===== config.mk =====
export PLATFORM = sky130hd
export DESIGN_NAME = mcm_pipe
export DESIGN_NICKNAME = d
export VERILOG_FILES = /design/src/rtl/mcm_pipe.sv
export SDC_FILE = /design/constraint.sdc
export NUM_CORES = 1
export LEC_CHECK = 0
export ABC_AREA = 1
export CELL_PAD_IN_SITES_DETAIL_PLACEMENT = 0
export CELL_PAD_IN_SITES_GLOBAL_PLACEMENT = 2
export CORE_MARGIN = 8
export CORE_UTILIZATION = 32
export CTS_CLUSTER_DIAMETER = 200
export DETAILED_ROUTE_END_ITERATION = 12
export GPL_TIMING_DRIVEN = 1
export PLACE_DENSITY_LB_ADDON = 0.1
export SLEW_MARGIN = 20
export SYNTH_ARGS = -nofsm -noshare
export SYNTH_HDL_FRONTEND = slang
export SYNTH_SLANG_ARGS = --single-unit
export TNS_END_PERCENT = 5

===== constraint.sdc =====
create_clock -name clk -period 6.45 [get_ports clk]
set_clock_uncertainty 0.1 [all_clocks]
set_input_delay 1.6125 -clock clk [delete_from_list [all_inputs] [get_ports clk]]
set_output_delay 1.6125 -clock clk [all_outputs]
set_load 0.005 [all_outputs]

===== src/rtl/mcm_pipe.sv =====
// Two-stage multiple-constant-multiplier pipeline: per lane, X times four mode-selected
// coefficients plus their sum, built from shifts and adds, with ready/valid flow control.
module mcm_pipe #(
    parameter int unsigned IN_W  = 8,
    parameter int unsigned OUT_W = 16,
    parameter int unsigned LANES = 4
) (
    input  logic                   clk,
    input  logic                   rst_n,
    input  logic                   in_valid,
    output logic                   in_ready,
    input  logic [1:0]             mode,
    input  logic [LANES*IN_W-1:0]  X,
    output logic                   out_valid,
    input  logic                   out_ready,
    output logic [LANES*OUT_W-1:0] Y1,
    output logic [LANES*OUT_W-1:0] Y2,
    output logic [LANES*OUT_W-1:0] Y3,
    output logic [LANES*OUT_W-1:0] Y4,
    output logic [LANES*OUT_W-1:0] SUM,
    output logic [1:0]             out_mode
);

    logic                   s1_valid_q;
    logic [LANES*IN_W-1:0]  s1_x_q;
    logic [1:0]             s1_mode_q;
    logic                   s2_valid_q;
    logic [LANES*OUT_W-1:0] y1_q, y2_q, y3_q, y4_q, sum_q;
    logic [1:0]             mode_q;
    logic [LANES*OUT_W-1:0] y1_d, y2_d, y3_d, y4_d, sum_d;
    logic                   s2_adv;
    logic                   s1_load;

    assign s2_adv   = s1_valid_q & (~s2_valid_q | out_ready);
    assign s1_load  = in_valid & (~s1_valid_q | s2_adv);
    assign in_ready = ~s1_valid_q | ~s2_valid_q | out_ready;

    always_ff @(posedge clk) begin
        if (!rst_n) begin
            s1_valid_q <= 1'b0;
            s1_x_q     <= '0;
            s1_mode_q  <= '0;
        end else if (s1_load) begin
            s1_valid_q <= 1'b1;
            s1_x_q     <= X;
            s1_mode_q  <= mode;
        end else if (s2_adv) begin
            s1_valid_q <= 1'b0;
        end
    end

    for (genvar k = 0; k < LANES; k++) begin : g_lane
        logic [OUT_W-1:0] xe;
        logic [OUT_W-1:0] c1, c2, c3, c4;

        assign xe = {{(OUT_W - IN_W){1'b0}}, s1_x_q[k*IN_W +: IN_W]};

        // Constant products decomposed into power-of-two terms
        always_comb begin
            c1 = '0;
            c2 = '0;
            c3 = '0;
            c4 = '0;
            unique case (s1_mode_q)
                2'd0: begin
                    c1 = -(xe + (xe << 1));
                    c2 = -(xe << 1);
                    c3 = (xe << 3) + (xe << 2);
                    c4 = xe << 2;
                end
                2'd1: begin
                    c1 = -(xe << 1);
                    c2 = (xe << 6) - (xe << 2) - (xe << 1);
                    c3 = (xe << 3) + (xe << 1);
                    c4 = -(xe << 1);
                end
                2'd2: begin
                    c1 = -(xe << 2);
                    c2 = (xe << 5) + (xe << 2);
                    c3 = (xe << 5) + (xe << 2);
                    c4 = -(xe << 2);
                end
                2'd3: begin
                    c1 = xe << 4;
                    c2 = xe << 5;
                    c3 = xe << 4;
                    c4 = '0;
                end
            endcase
        end

        assign y1_d[k*OUT_W +: OUT_W]  = c1;
        assign y2_d[k*OUT_W +: OUT_W]  = c2;
        assign y3_d[k*OUT_W +: OUT_W]  = c3;
        assign y4_d[k*OUT_W +: OUT_W]  = c4;
        assign sum_d[k*OUT_W +: OUT_W] = c1 + c2 + c3 + c4;
    end

    always_ff @(posedge clk) begin
        if (!rst_n) begin
            s2_valid_q <= 1'b0;
            y1_q       <= '0;
            y2_q       <= '0;
            y3_q       <= '0;
            y4_q       <= '0;
            sum_q      <= '0;
            mode_q     <= '0;
        end else if (s2_adv) begin
            s2_valid_q <= 1'b1;
            y1_q       <= y1_d;
            y2_q       <= y2_d;
            y3_q       <= y3_d;
            y4_q       <= y4_d;
            sum_q      <= sum_d;
            mode_q     <= s1_mode_q;
        end else if (out_ready) begin
            s2_valid_q <= 1'b0;
        end
    end

    assign out_valid = s2_valid_q;
    assign Y1        = y1_q;
    assign Y2        = y2_q;
    assign Y3        = y3_q;
    assign Y4        = y4_q;
    assign SUM       = sum_q;
    assign out_mode  = mode_q;

endmodule


### Word level (Yosys, flattened, before mapping)

Cells that the tools add are included.

| word-level totals | value |
|---|---|
| bits in registers | 358 |
| input bits | 38 |
| output and inout bits | 324 |
| logic and storage cells | 92 |

| cells by class | value |
|---|---|
| add/subtract/negate cells | 48 |
| equal/unequal tests | 3 |
| muxes and demuxes | 20 |
| bitwise gates (word level) | 8 |
| reductions and logical operators | 3 |

Operators with widths:

| operator | count |
|---|---|
| case mux 16 bit (4 select lines) | 16 |
| adder 16 bit | 12 |
| negator 10 -> 16 bit | 8 |
| negator 9 -> 16 bit | 4 |
| subtractor 15 x 10 -> 16 bit | 4 |
| subtractor 14 x 10 -> 15 bit | 4 |
| adder 13 x 10 -> 14 bit | 4 |
| adder 11 x 10 -> 12 bit | 4 |
| adder 11 x 9 -> 12 bit | 4 |
| adder 8 x 9 -> 10 bit | 4 |
| equality test 2 bit (second input constant) | 2 |
| 2-to-1 mux 1 bit | 4 |
| OR 1 bit | 4 |
| nonzero test 2 bit | 2 |
| AND 1 bit | 2 |
| equality test 2 x 1 -> 1 bit (second input constant) | 1 |
| zero test 2 bit | 1 |
| inverter 1 bit | 2 |

### Longest topological paths before layout

Gate-level depths: netlist of the first run.

| logic depth | value |
|---|---|
| word-level depth | 6 |
| gate-level depth with buffers | 38 |
| mapped depth without buffers | 35 |

### Worst setup path after synthesis of the first run

OpenSTA, ideal clock, no wires.

| timing | value |
|---|---|
| path kind | flip-flop to flip-flop |
| start point | register s1_mode_q[0] |
| end point | register sum_q[30], in the netlist SUM[30] |
| library setup time | 0.116 ns |
| data arrival time | 5.243 ns |
| required time | 6.234 ns |
| slack | 0.990 ns |
| stages on the path, launching flop included | 37 |
| buffers on the path | 4 |
| cell sequence | dfxtp_1 > buf_4 > inv_2 > nor2_4 > buf_6 > clkbuf_1 > clkbuf_1 > o21ai_0 > ha_1 > inv_1 > fa_1 > inv_1 > nand3_1 > nand2_1 > nand2_1 > inv_1 > or2_2 > a21oi_1 > o21ai_0 > o211ai_1 > inv_1 > fa_1 > fa_1 > inv_1 > ha_1 > a21oi_1 > o21ai_0 > a21oi_1 > o21ai_0 > nand2_1 > inv_1 > o21ai_0 > nand2_1 > nand2_1 > nand3_1 > o211ai_1 > inv_1 |

| between the ends | value |
|---|---|
| word-level cells in the longest chain between the ends | 5 |
| elaborated cells between the ends (all ways) | 11 |
| those cells by class | add/sub: 3; eq/ne: 3; mux: 4; reduce/logical: 1 |

Ends and longest elaborated chain:

| item | RTL line | RTL |
|---|---|---|
| from (decl) | 26 | `logic [1:0] s1_mode_q;` |
| from (signal assigned) | 46 | `s1_mode_q <= mode;` |
| equality test 2 bit, or another cell as far along | 64 | `unique case (s1_mode_q)` |
| case mux 16 bit (4 select lines) | 64 |  |
| adder 16 bit (2 in a row) | 96 | `assign sum_d[k*OUT_W +: OUT_W] = c1 + c2 + c3 + c4;` |
| adder 16 bit * | 96 |  |
| to (signal assigned) | 114 | `sum_q <= sum_d;` |
| to (decl) | 28 | `logic [LANES*OUT_W-1:0] y1_q, y2_q, y3_q, y4_q, sum_q;` |

Every way passes the cells marked *; elsewhere a longest branch is shown, timed or not. The select of a mux whose other input is x is not followed.
A chain may end at the register's enable or synchronous reset.

### Worst setup path in the final report of the first run

| timing | value |
|---|---|
| start point | register s1_x_q[19] |
| end point | register sum_q[47], in the netlist SUM[47] |

| between the ends | value |
|---|---|
| word-level cells in the longest chain between the ends | 6 |
| elaborated cells between the ends (all ways) | 16 |
| those cells by class | add/sub: 12; mux: 4 |

Ends and longest elaborated chain:

| item | RTL line | RTL |
|---|---|---|
| from (decl) | 25 | `logic [LANES*IN_W-1:0] s1_x_q;` |
| from (signal assigned) | 41 | `s1_x_q <= '0;` |
| from (signal assigned) | 45 | `s1_x_q <= X;` |
| subtractor 14 x 10 -> 15 bit | 73 | `c2 = (xe << 6) - (xe << 2) - (xe << 1);` |
| subtractor 15 x 10 -> 16 bit | 73 |  |
| case mux 16 bit (4 select lines) * | 64 |  |
| named net g_lane[2].c2[11] | 54 | `logic [OUT_W-1:0] c1, c2, c3, c4;` |
| adder 16 bit * (3 in a row) | 96 |  |

The timed path passes the listed nets; every way through them passes the cells marked *. The select of a mux whose other input is x is not followed.

==> metrics.md, run 1 <==
| Metric | Value |
|---|---|
| Status | finished clean |
| Ys async rst share | 0% |
| Die height | between 300 and 400 um |
| Gr usage total | between 20% and 30% |
| Adder-cell share of the synthesized area | a little under a fifth |
| Row cnt | 106 |
| Fin util | 40.13% |
| Vias/cell | 4.887 |
| Startpoint types | flop |
| Dpl hpwl | 91,490 um |
| Post-synthesis simple-gate area fraction | 20.95% |
| WP data required | roughly 7 ns |
| Synth Flop Type | dfxtp_1 |
| Share of the synthesized area in the top cell type | 24.38% |
| Initial antenna violation count | 4 |
| Worst hold endpoint | Y1[61]$_SDFFE_PN0P_ |
| Internal | 6.629 mW |
| Slew Viols, Final | 0 |
| Tmin final | 5.794 ns |
| Reg2Reg Setup Slack | 0.66 ns |
| Crit Path Max Fanout | 11 |
| Synth Area in XOR/XNOR | 3.136% |
| NetSw | 5.673 mW |
| Final setup viols | 0 |
| F_max | 172.6 MHz |
| Clk pwr share | 20.6% |
| Post-synth EDFFs | 0 |
| Aggregate negative setup slack | 0 ns |
| Clock slew at reported path FFs | 0.06 ns |
| Die ar. | between 0.09 and 0.1 mm2 |
| HP Class | flop to flop |
| Arr. time, crit path | 6.21 ns |
| Pwr Density | 366.3 mW/mm2 |
| First-pass GRT wire length | 173,700 um |
| R2R cell count | 33 |
| Period utilization | around nine tenths |
| Pin count of the biggest net entering global routing | ~160 |
| Port bufs | 341 |
| DRC | 0 |
| Actual transition at the worst max-transition pin | 1.026 ns |
| Cell Area, Placed | approximately 0.032 mm2 |
| CP max-delay cell | fa_1 |
| Yosys cell types | slightly above 60 |
| RePlAce Congestion | approximately 0.89 |
| Syn-to-layout area delta | 23.96% |
| Type of the worst setup path | flop to flop |
| Leak Pwr | 16.31 nW |
| Element type at the critical path end | flop |
| Core box area | 0.08369 mm2 |
| Seq pwr share | 19.4% |
| CTS Hold Buffers Added | 0 |
| Cell area after layout | 0.03358 mm2 |
| Total Wirelength | approximately 120,000 um |
| Iter 0 DRT Violations | 1,599 |
| Bufs on Longest Clock Path | 3 |
| Worst hold path depth | 2 |
| Placed instance count | approximately 5,400 |
| Final Hold Vio Count | 0 |
| Reg-to-reg endpoint | SUM[47]$_SDFFE_PN0P_ |
| Gr ovfl total | 0 |
| Final net count | between 4,000 and 5,000 |
| CTS tree | yes |
| Crit path buffers/inverters | 6 |
| Avg Cell Area, Syn | a little under 7 um2 |
| Peak supply drop | 0.2144 mV |
| Slew margin rel. | a little under a third |
| Vias in the first global route | between 20,000 and 30,000 |
| Most frequent cell on the critical path | inv_1 |
| Num Clock Sinks | 330 |
| CTS buffer count | 43 |
| Final antenna-violating net count | 0 |
| WL/cell | 21.32 um |
| Clk root buf | clkbuf_16 |
| Combinational share of power | 60.0% |
| Starting density of the core | 32.37% |
| Via count | 26,739 |
| CTS HTree Levels | 2 |
| Total power | 12.30 mW |
| Main area contributors after synthesis | dfxtp_1 (24%), ha_1 (10%), nand2_1 (9.1%) |
| RSZ-0062 raised after global routing | no |
| Clk_lat worst skew | 0.60 ns |
| Reg2reg start | s1_x_q[19]$_SDFFE_PN0P_ |
| Register area share after synthesis | approximately 24% |
| Flops & latches, synth | between 300 and 400 |
| Post-Syn Area | ~0.027 mm2 |
| Synth Area in Compound Gates | 20.23% |
| Mux contribution to synthesized area | 0% |
| Cell family with most CP delay | adder cells |
| Sw Ratio | 46.11% |
| Hold path start | Y1[61]$_SDFFE_PN0P_ |
| Top cell type by total area after synthesis | dfxtp_1 |
| Largest stage delay, worst path | 0.53 ns |
| MaxCap Viol Count | 0 |
| Non-Filler Instances | around 5,500 |
| Top-Level Pins | 362 |
| 1st-pass router iterations | 5 |
| Die W | 307.0 um |
| Synth Warn # | 0 |
| Share of cells above drive strength 1 | under 10% |
| Syn Inst Count | 3,973 |
| Largest family of logic cells by synthesized area | simple AND/OR/NAND/NOR gates |
[registers in the layout, summed over array words and instances (netlist names)]
name and cells:
s1_valid_q 1, out_valid 1, s1_x_q 32, SUM 60
Y1 64, Y4 60, out_mode 2, Y2 60
Y3 48, s1_mode_q 2
[power groups by stage]
stage	registers (mW)	clock network (mW)	logic [mW]
after floorplan	2.43	0	4.75
after global placement	2.43	0	7.44
after detailed placement	2.43	0	7.40
after CTS	2.39	2.61	7.45
after global routing	2.41	2.69	8.32
final	2.38	2.53	7.39
[placed cells by master, fill, tap and decap left out, drive strengths merged, types with 55 or more instances in the layout]
cell type        n
a21oi          369
buf            128
clkbuf          55
clkdlybuf4s50  340
dfxtp          330
fa             116
ha             220
inv            646
nand2          681
nand3          136
nor2           467
o211ai          64
o21ai          426
xor2            66
[how the worst max path moves through the flow]
| stage | cells after the start | start | endpoint |
|---|---|---|---|
| floorplan | 36 | s1_mode_q[0]$_SDFFE_PN0P_ | SUM[30]$_SDFFE_PN0P_ |
| global placement | 34 | s1_x_q[17]$_SDFFE_PN0P_ | SUM[47]$_SDFFE_PN0P_ |
| detailed placement | 31 | s1_x_q[19]$_SDFFE_PN0P_ | SUM[47]$_SDFFE_PN0P_ |
| CTS | 31 | s1_x_q[19]$_SDFFE_PN0P_ | SUM[47]$_SDFFE_PN0P_ |
| global route | 34 | s1_x_q[17]$_SDFFE_PN0P_ | SUM[47]$_SDFFE_PN0P_ |
| finish | 33 | s1_x_q[19]$_SDFFE_PN0P_ | SUM[47]$_SDFFE_PN0P_ |
[repair_timing]
item,CTS,global route
endpoints found under the setup margin,0,1
setup buffers,0,0
gates resized for setup,0,2
[layout make-up]
type                       instances  area [um2]
sequential                       330        6606
clock inverter                    18       240.2
tap                             1134        1419
antenna                            1       2.502
clock buffer                      55        1212
fill                            9047       50100
timing repair buffer             468        4443
inverter                         657        2485
multi-input combinational       2809       17180
[stage by stage]
| stage | hold slack, ns | setup slack, ns |
|---|---|---|
| 5_1_grt | 0.3806 | 0.03975 |
| 6_report | 0.3631 | 0.6558 |
| 4_1_cts | 0.3634 | 0.5710 |
| 3_5_place_dp | 0.3544 | 0.6094 |
| 2_1_floorplan | 0.3618 | 0.9904 |
| 3_3_place_gp | 0.3508 | 0.5640 |
[tightest hold or removal path, stage by stage, from the launching register on]
cell and delay, ns:
dfxtp_1 0.31, nand2_1 0.06, a21oi_1 0.05
[layer usage]
| layer | up-vias | wire (um) | share of wire, % | GRT usage [%] |
|---|---|---|---|---|
| met3 | 130 | 5633 | 4.8 | 3.257 |
| met5 | - | 13 | 0.011 | 0 |
| met2 | 657 | 55230 | 47 | 41.12 |
| met4 | 2 | 3820 | 3.3 | 7.345 |
| li1 | 13533 | - | - | - |
| met1 | 12417 | 51990 | 45 | 31.32 |
[synthesized netlist by cell type, types with 13 or more instances]
cell       count
o211ai_1      64
nand2_2       22
nor2_1       448
nand2_1      659
fa_1         116
nand4_1       35
o21ai_0      400
buf_2         38
a31oi_1       29
o22ai_1       25
a21oi_1      361
nor2_2        14
or2_2         13
o2111ai_1     14
clkbuf_1     106
buf_4         34
nand3_1      131
o21ai_1       23
inv_1        632
xor2_1        66
clkinv_1      14
buf_1         15
dfxtp_1      330
ha_1         220
xnor2_1       31
[kinds of logic (layout without fill, tap and decap cells)]
kind of cell,Yosys count,count (layout)
adder cells (fa/ha/maj),336,336
AO/OA/AOI/OAI,989,989
flip-flops,330,330
other,1,21
buffers and inverters,853,1198
XOR/XNOR,97,97
AND/OR/NAND/NOR,1367,1367
Note: power is estimated with default switching activity, not from simulation.
==> run 2, diff against run 1 <==
--- a/config.mk
+++ b/config.mk
@@ -12,8 +12,10 @@
 export CORE_UTILIZATION = 32
 export CTS_CLUSTER_DIAMETER = 200
 export DETAILED_ROUTE_END_ITERATION = 12
+export GPL_ROUTABILITY_DRIVEN = 0
 export GPL_TIMING_DRIVEN = 1
 export PLACE_DENSITY_LB_ADDON = 0.1
+export REMOVE_ABC_BUFFERS = 1
 export SLEW_MARGIN = 20
 export SYNTH_ARGS = -nofsm -noshare
 export SYNTH_HDL_FRONTEND = slang
==> metrics.md, run 2 (synthesis results as in run 1) <==
| Metric | Value |
|---|---|
| Period utilization | 89.41% |
| Gr ovfl total | 0 |
| Final antenna-violating net count | 0 |
| MaxCap Viol Count | 0 |
| Total Wirelength | 100,300 um |
| Vias/cell | 4.839 |
| Port bufs | 341 |
| Final setup viols | 0 |
| Vias in the first global route | approximately 26,000 |
| Post-CTS Setup Bufs | 0 |
| F_max | 173.4 MHz |
| Cell area after layout | 0.03334 mm2 |
| Final Hold Vio Count | 0 |
| Leak Pwr | between 15 and 20 nW |
| Setup ws final | 0.6831 ns |
| Type of the worst setup path | flop to flop |
| Final net count | 4,648 |
| Seq pwr share | 20.3% |
| DRC | 0 |
| Most frequent cell on the critical path | nand2_1 |
| Gr usage total | 20.74% |
| NetSw | 5.229 mW |
| WL/cell | 18.44 um |
| Area taken by multi-input logic gates | 0.01718 mm2 |
| Dpl hpwl | 75,970 um |
| Clk root buf | clkbuf_16 |
| WP data required | 6.82 ns |
| Die ar. | 0.09423 mm2 |
| Total power | 11.70 mW |
| Leading cell type in the layout, fill and taps excluded | nand2_1 |
| Aggregate negative setup slack | 0 ns |
| Sequential cell area | 0.006606 mm2 |
| Startpoint types | flop |
| Share of cells above drive strength 1 | 5.992% |
| # resized after CTS | 0 |
| Fillers | between 9,000 and 10,000 |
| Num Clock Sinks | 330 |
| Placement Setup Slack | 0.6632 ns |
| Hold_ws | 0.3609 ns |
| Core box area | between 0.08 and 0.09 mm2 |
| Slew Viols, Final | 0 |
| Row cnt | 106 |
| Bufs on Longest Clock Path | 3 |
| Max reg flops | 64 |
| Non-Filler Instances | 5,440 |
| Actual transition at the worst max-transition pin | 0.9427 ns |
| Iter 0 DRT Violations | roughly 1,600 |
| Pin count of the biggest net entering global routing | 159 |
| Most frequent cells in the layout | nand2_1 (657), inv_1 (630), nor2_1 (448) |
| CTS buffer count | 42 |
| RSZ-0062 raised after global routing | no |
| CTS HTree Levels | 2 |
| Slew margin rel. | between 30% and 40% |
| Largest stage delay, worst path | 0.53 ns |
| Die W | 307.0 um |
| Die height | approximately 300 um |
| Combinational share of power | between 50 and 60% |
| Crit Path Max Fanout | 5 |
| HP Class | flop to flop |
| Syn-to-layout area delta | 23.04% |
| Clock slew at reported path FFs | 0.06 ns |
| Peak supply drop | about 0.24 mV |
| Tmin final | 5.767 ns |
| Starting density of the core | 32.37% |
| Pwr Density | 351.0 mW/mm2 |
| Status | finished clean |
| Fin util | 39.83% |
| Element type at the critical path end | flop |
| Internal | around 6.5 mW |
| N_diodes | 0 |
| Clk pwr share | 21.6% |
| Sw Ratio | 44.68% |
| CP max-delay cell | fa_1 |
| Arr. time, crit path | 6.14 ns |
| CTS Hold Buffers Added | 0 |
| Initial antenna violation count | 9 |
| Cell Area, Placed | 0.03188 mm2 |
| Placed instance count | 5,364 |
| Top-Level Pins | between 300 and 400 |
| CTS tree | yes |
| 1st-pass router iterations | 5 |
| First-pass GRT wire length | around 160,000 um |
| Clk_lat worst skew | 0.59 ns |
| Via count | 26,322 |
[run 2: cell count changes in the layout (fill, tap and decap cells not counted), moves of 2 or more]
cell	delta
inv_6	-2
clkbuf_1	+3
buf_4	-34
clkinv_4	+3
[run 2: power groups by stage]
stage	clock (mW)	sequential [mW]	combinational, mW
finish	2.53	2.38	6.79
global route	2.70	2.41	7.83
CTS	2.63	2.38	6.90
detailed placement	0	2.42	6.84
global placement	0	2.42	6.88
floorplan	0	2.44	4.70
[run 2: layout make-up]
cell class | count | area share (%)
Clock inverter | 18 | 0.6793
Clock buffer | 58 | 3.704
Tap cell | 1134 | 4.256
Multi-Input combinational cell | 2809 | 51.54
Timing Repair Buffer | 434 | 12.56
Inverter | 657 | 7.443
Sequential cell | 330 | 19.82
[run 2: per-layer routing]
layer	share of wire (%)	vias to the layer above	wire [um]	track usage, %
met2	43	569	43010	32.52
met1	50	12190	49880	29.63
met3	5.6	93	5647	3.993
met4	1.7	12	1707	3.891
li1	-	13458	-	-
met5	0.069	-	69	0
[run 2: path summary, 6_finish.rpt]
check | startpoint | end | slack [ns] | cells after the start
worst max register to register | s1_x_q[17]$_SDFFE_PN0P_ | SUM[47]$_SDFFE_PN0P_ | 0.68 | 34
worst min register to register | Y1[14]$_SDFFE_PN0P_ | Y1[14]$_SDFFE_PN0P_ | 0.36 | 2
worst min-delay path | Y1[14]$_SDFFE_PN0P_ | Y1[14]$_SDFFE_PN0P_ | 0.36 | 2
worst max-delay path | s1_x_q[17]$_SDFFE_PN0P_ | SUM[47]$_SDFFE_PN0P_ | 0.68 | 34
[run 2: worst max-delay path: cells and delay by family (launching register included)]
family          cells  cell delay, ns
fa+ha+maj           5            2.05
simple gates       18            1.72
compound gates      4            0.79
buf+inv             6            0.48
flops               1            0.33
xor+xnor            1            0.18
